<file path="config.mk">
export PLATFORM = sky130hd
export DESIGN_NAME = fpro_bus_arbiter_flat
export DESIGN_NICKNAME = d
export VERILOG_FILES = /design/src/rtl/fpro_bus_arbiter_if.sv /design/src/rtl/fpro_bus_arbiter.sv /design/src/flat_wrapper.sv
export SDC_FILE = /design/constraint.sdc
export NUM_CORES = 1
export LEC_CHECK = 0
export CAP_MARGIN = 10
export CORE_MARGIN = 1.5
export CORE_UTILIZATION = 35
export DETAILED_ROUTE_END_ITERATION = 10
export PLACE_DENSITY = 0.72
export SLEW_MARGIN = 10
export SYNTH_ARGS = -nofsm -noshare
export SYNTH_HDL_FRONTEND = slang
export SYNTH_SLANG_ARGS = --single-unit
</file>
<file path="constraint.sdc">
create_clock -name clk -period 2.7 [get_ports clk]
set_input_delay 0.54 -clock clk [delete_from_list [all_inputs] [get_ports clk]]
set_output_delay 0.54 -clock clk [all_outputs]
set_load 0.05 [all_outputs]
</file>
<file path="src/rtl/fpro_bus_arbiter_if.sv">
// FPro arbiter bus bundle: both requester ports, the shared FPro bus and status.
// The master modport is the arbiter's view; the slave modport is the view of
// the requesters and FPro slaves wired around it.
interface fpro_bus_arbiter_if #(
    parameter int ADDR_W = 21,
    parameter int DATA_W = 32
);
    // Requester M0 (MCS bridge side)
    logic              m0_req;
    logic              m0_wr;
    logic              m0_video;
    logic [ADDR_W-1:0] m0_addr;
    logic [DATA_W-1:0] m0_wr_data;
    logic              m0_ack;
    logic [DATA_W-1:0] m0_rd_data;

    // Requester M1 (secondary master)
    logic              m1_req;
    logic              m1_wr;
    logic              m1_video;
    logic [ADDR_W-1:0] m1_addr;
    logic [DATA_W-1:0] m1_wr_data;
    logic              m1_ack;
    logic [DATA_W-1:0] m1_rd_data;

    // Shared FPro bus
    logic              fp_mmio_cs;
    logic              fp_video_cs;
    logic              fp_wr;
    logic              fp_rd;
    logic [ADDR_W-1:0] fp_addr;
    logic [DATA_W-1:0] fp_wr_data;
    logic [DATA_W-1:0] fp_rd_data;

    // Status
    logic              busy;
    logic              grant;

    modport master (
        input  m0_req, m0_wr, m0_video, m0_addr, m0_wr_data,
        output m0_ack, m0_rd_data,
        input  m1_req, m1_wr, m1_video, m1_addr, m1_wr_data,
        output m1_ack, m1_rd_data,
        output fp_mmio_cs, fp_video_cs, fp_wr, fp_rd, fp_addr, fp_wr_data,
        input  fp_rd_data,
        output busy, grant
    );

    modport slave (
        output m0_req, m0_wr, m0_video, m0_addr, m0_wr_data,
        input  m0_ack, m0_rd_data,
        output m1_req, m1_wr, m1_video, m1_addr, m1_wr_data,
        input  m1_ack, m1_rd_data,
        input  fp_mmio_cs, fp_video_cs, fp_wr, fp_rd, fp_addr, fp_wr_data,
        output fp_rd_data,
        input  busy, grant
    );
endinterface

</file>
<file path="src/rtl/fpro_bus_arbiter.sv">
// Two-master FPro bus arbiter. Each granted request becomes one single-cycle
// FPro transaction (IDLE -> BUS -> ACK), read data is captured per master and
// the winner gets a one-cycle ack. Contention is round-robin by default.
// Build macro FPRO_ARB_FIXED_PRIO_EN: M0 always wins contention (M1 may starve).
module fpro_bus_arbiter #(
    parameter int ADDR_W = 21,
    parameter int DATA_W = 32
) (
    input  logic               clk,
    input  logic               reset_n,
    fpro_bus_arbiter_if.master bus
);

    typedef enum logic [1:0] {
        IDLE = 2'd0,
        BUS  = 2'd1,
        ACK  = 2'd2
    } state_t;

    state_t state, state_n;

    // The registered fp_* outputs double as the transaction holding registers:
    // they are loaded from the winner when leaving IDLE and ignore the masters'
    // inputs until the next IDLE.
    logic              mmio_cs_q, mmio_cs_n;
    logic              video_cs_q, video_cs_n;
    logic              wr_q, wr_n;
    logic              rd_q, rd_n;
    logic [ADDR_W-1:0] addr_q, addr_n;
    logic [DATA_W-1:0] wr_data_q, wr_data_n;

    logic              grant_q, grant_n;
    logic              prio_q, prio_n;
    logic              m0_ack_q, m0_ack_n;
    logic              m1_ack_q, m1_ack_n;
    logic [DATA_W-1:0] m0_rd_data_q;
    logic [DATA_W-1:0] m1_rd_data_q;

    logic              pick;

    // Pick which master wins if a grant happens this cycle (0 = M0, 1 = M1).
    always_comb begin
        pick = 1'b0;
`ifdef FPRO_ARB_FIXED_PRIO_EN
        pick = ~bus.m0_req;
`else
        if (bus.m0_req && bus.m1_req) begin
            pick = prio_q;
        end else begin
            pick = bus.m1_req;
        end
`endif
    end

    // Next state plus next values of every registered output.
    always_comb begin
        state_n    = state;
        mmio_cs_n  = 1'b0;
        video_cs_n = 1'b0;
        wr_n       = 1'b0;
        rd_n       = 1'b0;
        addr_n     = addr_q;
        wr_data_n  = wr_data_q;
        grant_n    = grant_q;
        prio_n     = prio_q;
        m0_ack_n   = 1'b0;
        m1_ack_n   = 1'b0;

        case (state)
            IDLE: begin
                addr_n    = '0;
                wr_data_n = '0;
                if (bus.m0_req || bus.m1_req) begin
                    state_n = BUS;
                    grant_n = pick;
                    if (pick) begin
                        wr_n       = bus.m1_wr;
                        rd_n       = ~bus.m1_wr;
                        video_cs_n = bus.m1_video;
                        mmio_cs_n  = ~bus.m1_video;
                        addr_n     = bus.m1_addr;
                        wr_data_n  = bus.m1_wr_data;
                    end else begin
                        wr_n       = bus.m0_wr;
                        rd_n       = ~bus.m0_wr;
                        video_cs_n = bus.m0_video;
                        mmio_cs_n  = ~bus.m0_video;
                        addr_n     = bus.m0_addr;
                        wr_data_n  = bus.m0_wr_data;
                    end
                end
            end
            BUS: begin
                state_n  = ACK;
                m0_ack_n = ~grant_q;
                m1_ack_n = grant_q;
            end
            ACK: begin
                state_n = IDLE;
                prio_n  = ~grant_q;
            end
            default: begin
                state_n = IDLE;
            end
        endcase
    end

    // State register.
    always_ff @(posedge clk or negedge reset_n) begin
        if (!reset_n) begin
            state <= IDLE;
        end else begin
            state <= state_n;
        end
    end

    // Registered bus outputs, acks, grant and priority pointer.
    always_ff @(posedge clk or negedge reset_n) begin
        if (!reset_n) begin
            mmio_cs_q  <= 1'b0;
            video_cs_q <= 1'b0;
            wr_q       <= 1'b0;
            rd_q       <= 1'b0;
            addr_q     <= '0;
            wr_data_q  <= '0;
            grant_q    <= 1'b0;
            prio_q     <= 1'b0;
            m0_ack_q   <= 1'b0;
            m1_ack_q   <= 1'b0;
        end else begin
            mmio_cs_q  <= mmio_cs_n;
            video_cs_q <= video_cs_n;
            wr_q       <= wr_n;
            rd_q       <= rd_n;
            addr_q     <= addr_n;
            wr_data_q  <= wr_data_n;
            grant_q    <= grant_n;
            prio_q     <= prio_n;
            m0_ack_q   <= m0_ack_n;
            m1_ack_q   <= m1_ack_n;
        end
    end

    // Capture slave read data at the end of a read strobe cycle for the winner only.
    always_ff @(posedge clk or negedge reset_n) begin
        if (!reset_n) begin
            m0_rd_data_q <= '0;
            m1_rd_data_q <= '0;
        end else if (state == BUS && rd_q) begin
            if (grant_q) begin
                m1_rd_data_q <= bus.fp_rd_data;
            end else begin
                m0_rd_data_q <= bus.fp_rd_data;
            end
        end
    end

    assign bus.fp_mmio_cs  = mmio_cs_q;
    assign bus.fp_video_cs = video_cs_q;
    assign bus.fp_wr       = wr_q;
    assign bus.fp_rd       = rd_q;
    assign bus.fp_addr     = addr_q;
    assign bus.fp_wr_data  = wr_data_q;
    assign bus.m0_ack      = m0_ack_q;
    assign bus.m1_ack      = m1_ack_q;
    assign bus.m0_rd_data  = m0_rd_data_q;
    assign bus.m1_rd_data  = m1_rd_data_q;
    assign bus.busy        = (state != IDLE);
    assign bus.grant       = grant_q;

endmodule

</file>
<file path="src/flat_wrapper.sv">
// flat-port wrapper written by rule: the top's interface ports become plain ports
module fpro_bus_arbiter_flat 
#(
    parameter int ADDR_W = 21,
    parameter int DATA_W = 32
)
  (clk, reset_n, bus_m0_req, bus_m0_wr, bus_m0_video, bus_m0_addr, bus_m0_wr_data, bus_m0_ack, bus_m0_rd_data, bus_m1_req, bus_m1_wr, bus_m1_video, bus_m1_addr, bus_m1_wr_data, bus_m1_ack, bus_m1_rd_data, bus_fp_mmio_cs, bus_fp_video_cs, bus_fp_wr, bus_fp_rd, bus_fp_addr, bus_fp_wr_data, bus_fp_rd_data, bus_busy, bus_grant);
  fpro_bus_arbiter_if #(.ADDR_W(ADDR_W), .DATA_W(DATA_W)) bus_i ();
  input  logic clk;
  input  logic reset_n;
  input wire logic [$bits(bus_i.m0_req)-1:0] bus_m0_req;
  input wire logic [$bits(bus_i.m0_wr)-1:0] bus_m0_wr;
  input wire logic [$bits(bus_i.m0_video)-1:0] bus_m0_video;
  input wire logic [$bits(bus_i.m0_addr)-1:0] bus_m0_addr;
  input wire logic [$bits(bus_i.m0_wr_data)-1:0] bus_m0_wr_data;
  output wire logic [$bits(bus_i.m0_ack)-1:0] bus_m0_ack;
  output wire logic [$bits(bus_i.m0_rd_data)-1:0] bus_m0_rd_data;
  input wire logic [$bits(bus_i.m1_req)-1:0] bus_m1_req;
  input wire logic [$bits(bus_i.m1_wr)-1:0] bus_m1_wr;
  input wire logic [$bits(bus_i.m1_video)-1:0] bus_m1_video;
  input wire logic [$bits(bus_i.m1_addr)-1:0] bus_m1_addr;
  input wire logic [$bits(bus_i.m1_wr_data)-1:0] bus_m1_wr_data;
  output wire logic [$bits(bus_i.m1_ack)-1:0] bus_m1_ack;
  output wire logic [$bits(bus_i.m1_rd_data)-1:0] bus_m1_rd_data;
  output wire logic [$bits(bus_i.fp_mmio_cs)-1:0] bus_fp_mmio_cs;
  output wire logic [$bits(bus_i.fp_video_cs)-1:0] bus_fp_video_cs;
  output wire logic [$bits(bus_i.fp_wr)-1:0] bus_fp_wr;
  output wire logic [$bits(bus_i.fp_rd)-1:0] bus_fp_rd;
  output wire logic [$bits(bus_i.fp_addr)-1:0] bus_fp_addr;
  output wire logic [$bits(bus_i.fp_wr_data)-1:0] bus_fp_wr_data;
  input wire logic [$bits(bus_i.fp_rd_data)-1:0] bus_fp_rd_data;
  output wire logic [$bits(bus_i.busy)-1:0] bus_busy;
  output wire logic [$bits(bus_i.grant)-1:0] bus_grant;
  assign bus_i.m0_req = bus_m0_req;
  assign bus_i.m0_wr = bus_m0_wr;
  assign bus_i.m0_video = bus_m0_video;
  assign bus_i.m0_addr = bus_m0_addr;
  assign bus_i.m0_wr_data = bus_m0_wr_data;
  assign bus_m0_ack = bus_i.m0_ack;
  assign bus_m0_rd_data = bus_i.m0_rd_data;
  assign bus_i.m1_req = bus_m1_req;
  assign bus_i.m1_wr = bus_m1_wr;
  assign bus_i.m1_video = bus_m1_video;
  assign bus_i.m1_addr = bus_m1_addr;
  assign bus_i.m1_wr_data = bus_m1_wr_data;
  assign bus_m1_ack = bus_i.m1_ack;
  assign bus_m1_rd_data = bus_i.m1_rd_data;
  assign bus_fp_mmio_cs = bus_i.fp_mmio_cs;
  assign bus_fp_video_cs = bus_i.fp_video_cs;
  assign bus_fp_wr = bus_i.fp_wr;
  assign bus_fp_rd = bus_i.fp_rd;
  assign bus_fp_addr = bus_i.fp_addr;
  assign bus_fp_wr_data = bus_i.fp_wr_data;
  assign bus_i.fp_rd_data = bus_fp_rd_data;
  assign bus_busy = bus_i.busy;
  assign bus_grant = bus_i.grant;
  fpro_bus_arbiter #(.ADDR_W(ADDR_W), .DATA_W(DATA_W)) u_core (.clk(clk), .reset_n(reset_n), .bus(bus_i));
endmodule
</file>
==> flow_summary.json <==
{
  "status": "finished, final reports clean",
  "avgSynthCellArea_um2": 14.6,
  "crit_chain": "clkdlybuf4s50_1",
  "dp_cells": 786,
  "hold_buffers": 0,
  "grt_usage_pct": 18.5,
  "ios": 271,
  "ys_top_cells_by_count": "dfrtp_1 (127), a221o_1 (53), and3_1 (53)",
  "firstDrtPassIters": 4,
  "fp-row-count": 44,
  "rsz0062_at_grt": "false",
  "required_ns": 2.16,
  "numCtsBuffers": 17,
  "synthArstFlopShare_pct": 100,
  "gr-total-overflow": 0,
  "numClockSinks": 127,
  "pwr_density_cell_mw_per_mm2": 1470,
  "antenna_found_initial": 0,
  "vias": 4141,
  "post_drt_wl_per_cell_um": 17.7,
  "h-tree-depth": 4,
  "post-route-worst-setup-slack_ns": 0.423,
  "cp_slowest_cell": "clkdlybuf4s50_1",
  "finalPower_mw": 12.7,
  "clock_skew_ns": 0.0120,
  "peakVddDrop_mv": 0.576,
  "p_leak_nw": 3.82,
  "syn_area_mm2": 0.00514,
  "synth-edff-count": 0,
  "synth_area_leaders": "dfrtp_1 (62%), a221o_1 (10%), mux2_2 (8.1%)",
  "final_antenna_net_count": 0,
  "crit_family": "buffers and inverters",
  "drtIter0Drc": 224,
  "finalSetupViolations": 0,
  "synth-seq-cells": 127,
  "grt_pass1_vias": 4230,
  "clock_path_buffers": 2,
  "path_buf_inv": 1,
  "path_class": "register to output pin",
  "worstSkewPairLatency_ns": 0.41,
  "fin_cells": 818,
  "hold_violations": 0,
  "yosysSeqAreaShare_pct": 61.9,
  "pre_cts_ws_ns": 0.536,
  "ys_warn_count": 0,
  "critPathMaxStageDelay_ns": 0.88,
  "period_minus_slack_ns": 2.28,
  "finalSetupTns_ns": 0,
  "num-fill-cells": 1161,
  "start_util_pct": 35.6,
  "finalCritPeriodShare_pct": 84.3,
  "yosysUniqueCellTypes": 27,
  "tightest_slew_ns": 0.886,
  "worstHoldPathType": "primary input to asynchronous set/reset pin",
  "final_layout_size_suffix_gt1_share_pct": 13.2,
  "cp_max_fo": 6,
  "critPathCaptureType": "output pin",
  "cp-start-kind": "register",
  "port_buffers": 270,
  "grt_pass1_wl_mm": 21.7,
  "timing.hold.ws_ns": 0.176,
  "gp_congestion": 0.733,
  "die-area_mm2": 0.0154,
  "coreArea_mm2": 0.0144,
  "syn_inst": 353,
  "insertedDiodeCount": 0,
  "ctsResizeCount": 0,
  "cts.clk_slew.worst_paths_ns": 0.06,
  "routed_wl_mm": 14.5,
  "dp_hpwl_mm": 10.3,
  "cap_viol_max_count": 0,
  "synth_most_common_cell": "dfrtp_1",
  "syn_to_final_growth_pct": 68.3,
  "vias_per_cell": 5.06,
  "cp.arrival_ns": 1.74,
  "cts_tree": "done",
  "relSlewSlack_pct": 40.9,
  "fp.dieW_um": 124,
  "yosys.area.top_type": "dfrtp_1",
  "grt_max_degree": 56,
  "fmax_ghz": 0.439,
  "cts_root_buffer": "clkbuf_16",
  "drc": 0,
  "final_nets": 767,
  "synth_fp_nets": 499,
  "ys.flop_type": "dfrtp_1",
  "post-cts-setup-buffer-count": 0,
  "final_max_slew_viol_count": 0,
  "die_h_um": 124,
  "synth.top_cell.area_share_pct": 61.9
}
## power breakdown
part | total [mW] | internal, mW | switching [mW]
Combinational | 6.83 | 2.47 | 4.36
Sequential | 3.30 | 2.80 | 0.508
Clock | 2.54 | 1.66 | 0.881
Total | 12.7 | 6.92 | 5.75
## placed cells by master (no fill, tap or decap), types with 2 or more instances in the layout
cell type	instances
nor2_1	6
clkbuf_16	17
and2_1	2
inv_6	4
clkinv_4	3
and2b_1	2
and3_1	53
mux2_2	37
clkdlybuf4s50_1	268
bufinv_16	5
a32oi_1	2
buf_4	6
o32a_1	2
inv_1	2
mux2_1	27
a221o_1	53
buf_12	3
dfrtp_1	127
## registers in the layout, indices dropped and copies added, names as in the netlist
| name | count |
|---|---|
| u_core.bus.m0_ack | 1 |
| u_core.bus.m0_rd_data | 32 |
| u_core.bus.fp_wr | 1 |
| u_core.state | 2 |
| u_core.bus.fp_addr | 21 |
| u_core.bus.m1_ack | 1 |
| u_core.bus.fp_wr_data | 32 |
| u_core.prio_q | 1 |
| u_core.bus.fp_mmio_cs | 1 |
| u_core.bus.m1_rd_data | 32 |
| u_core.bus.grant | 1 |
| u_core.bus.fp_rd | 1 |
| u_core.bus.fp_video_cs | 1 |
## per-stage QoR
step	instance area (µm²)	utilization, %
after floorplan	5140	-
after global placement	7990	55.4
after detailed placement	7990	55.4
after CTS	8640	59.9
after global routing	8640	59.9
final	8640	59.9
## cell type report
cell class                      count  area (µm²)  area share [%]
Clock inverter                     14         228            2.63
Multi-Input combinational cell    195        1780            20.6
Timing Repair Buffer              277        2790            32.3
Tap cell                          184         230            2.66
Sequential cell                   127        3180            36.8
Clock buffer                       18         429            4.97
Inverter                            3        11.3           0.130
## worst paths after layout
kind | to | from | slack (ns) | cells past startpoint
setup reg to reg | u_core.bus.m1_rd_data[12] | u_core.state[1] | 0.56 | 3
setup / recovery | bus_grant | u_core.bus.grant | 0.42 | 1
hold reg to reg | u_core.bus.m0_rd_data[8] | u_core.bus.m0_rd_data[8] | 0.48 | 1
hold / removal | u_core.bus.m0_rd_data[21] | reset_n | 0.18 | 1
max in group asynchronous | u_core.bus.m1_rd_data[0] | reset_n | 1.83 | 2
min in group clk | u_core.bus.m0_rd_data[8] | u_core.bus.m0_rd_data[8] | 0.48 | 1
## cell families (layout without fill, tap and decap cells)
family	Yosys count	count (layout)	share of synthesized area (%)
DFF	127	127	61.9
and+or+nand+nor	69	69	8.60
muxes	64	64	14.0
AOI/OAI and AO/OA	62	62	11.9
buffers and inverters	31	312	3.63
## worst reg2reg max path: cells and delay by family (launching register included)
kind,cells,cell delay (ns)
DFF,1,0.44
muxes,1,0.63
and+or+nand+nor,2,0.96
## layer usage
metal  share of wire [%]  up-vias  track usage [%]  wire, µm
met5                   0        -                0         0
met4                 1.7        0             6.82       244
met3                 9.5       19             6.14      1370
met2                  48      211             31.2      7000
met1                  40     2018             21.9      5850
li1                    -     1893                -         -
No activity file was read; power rests on OpenSTA's default activity.
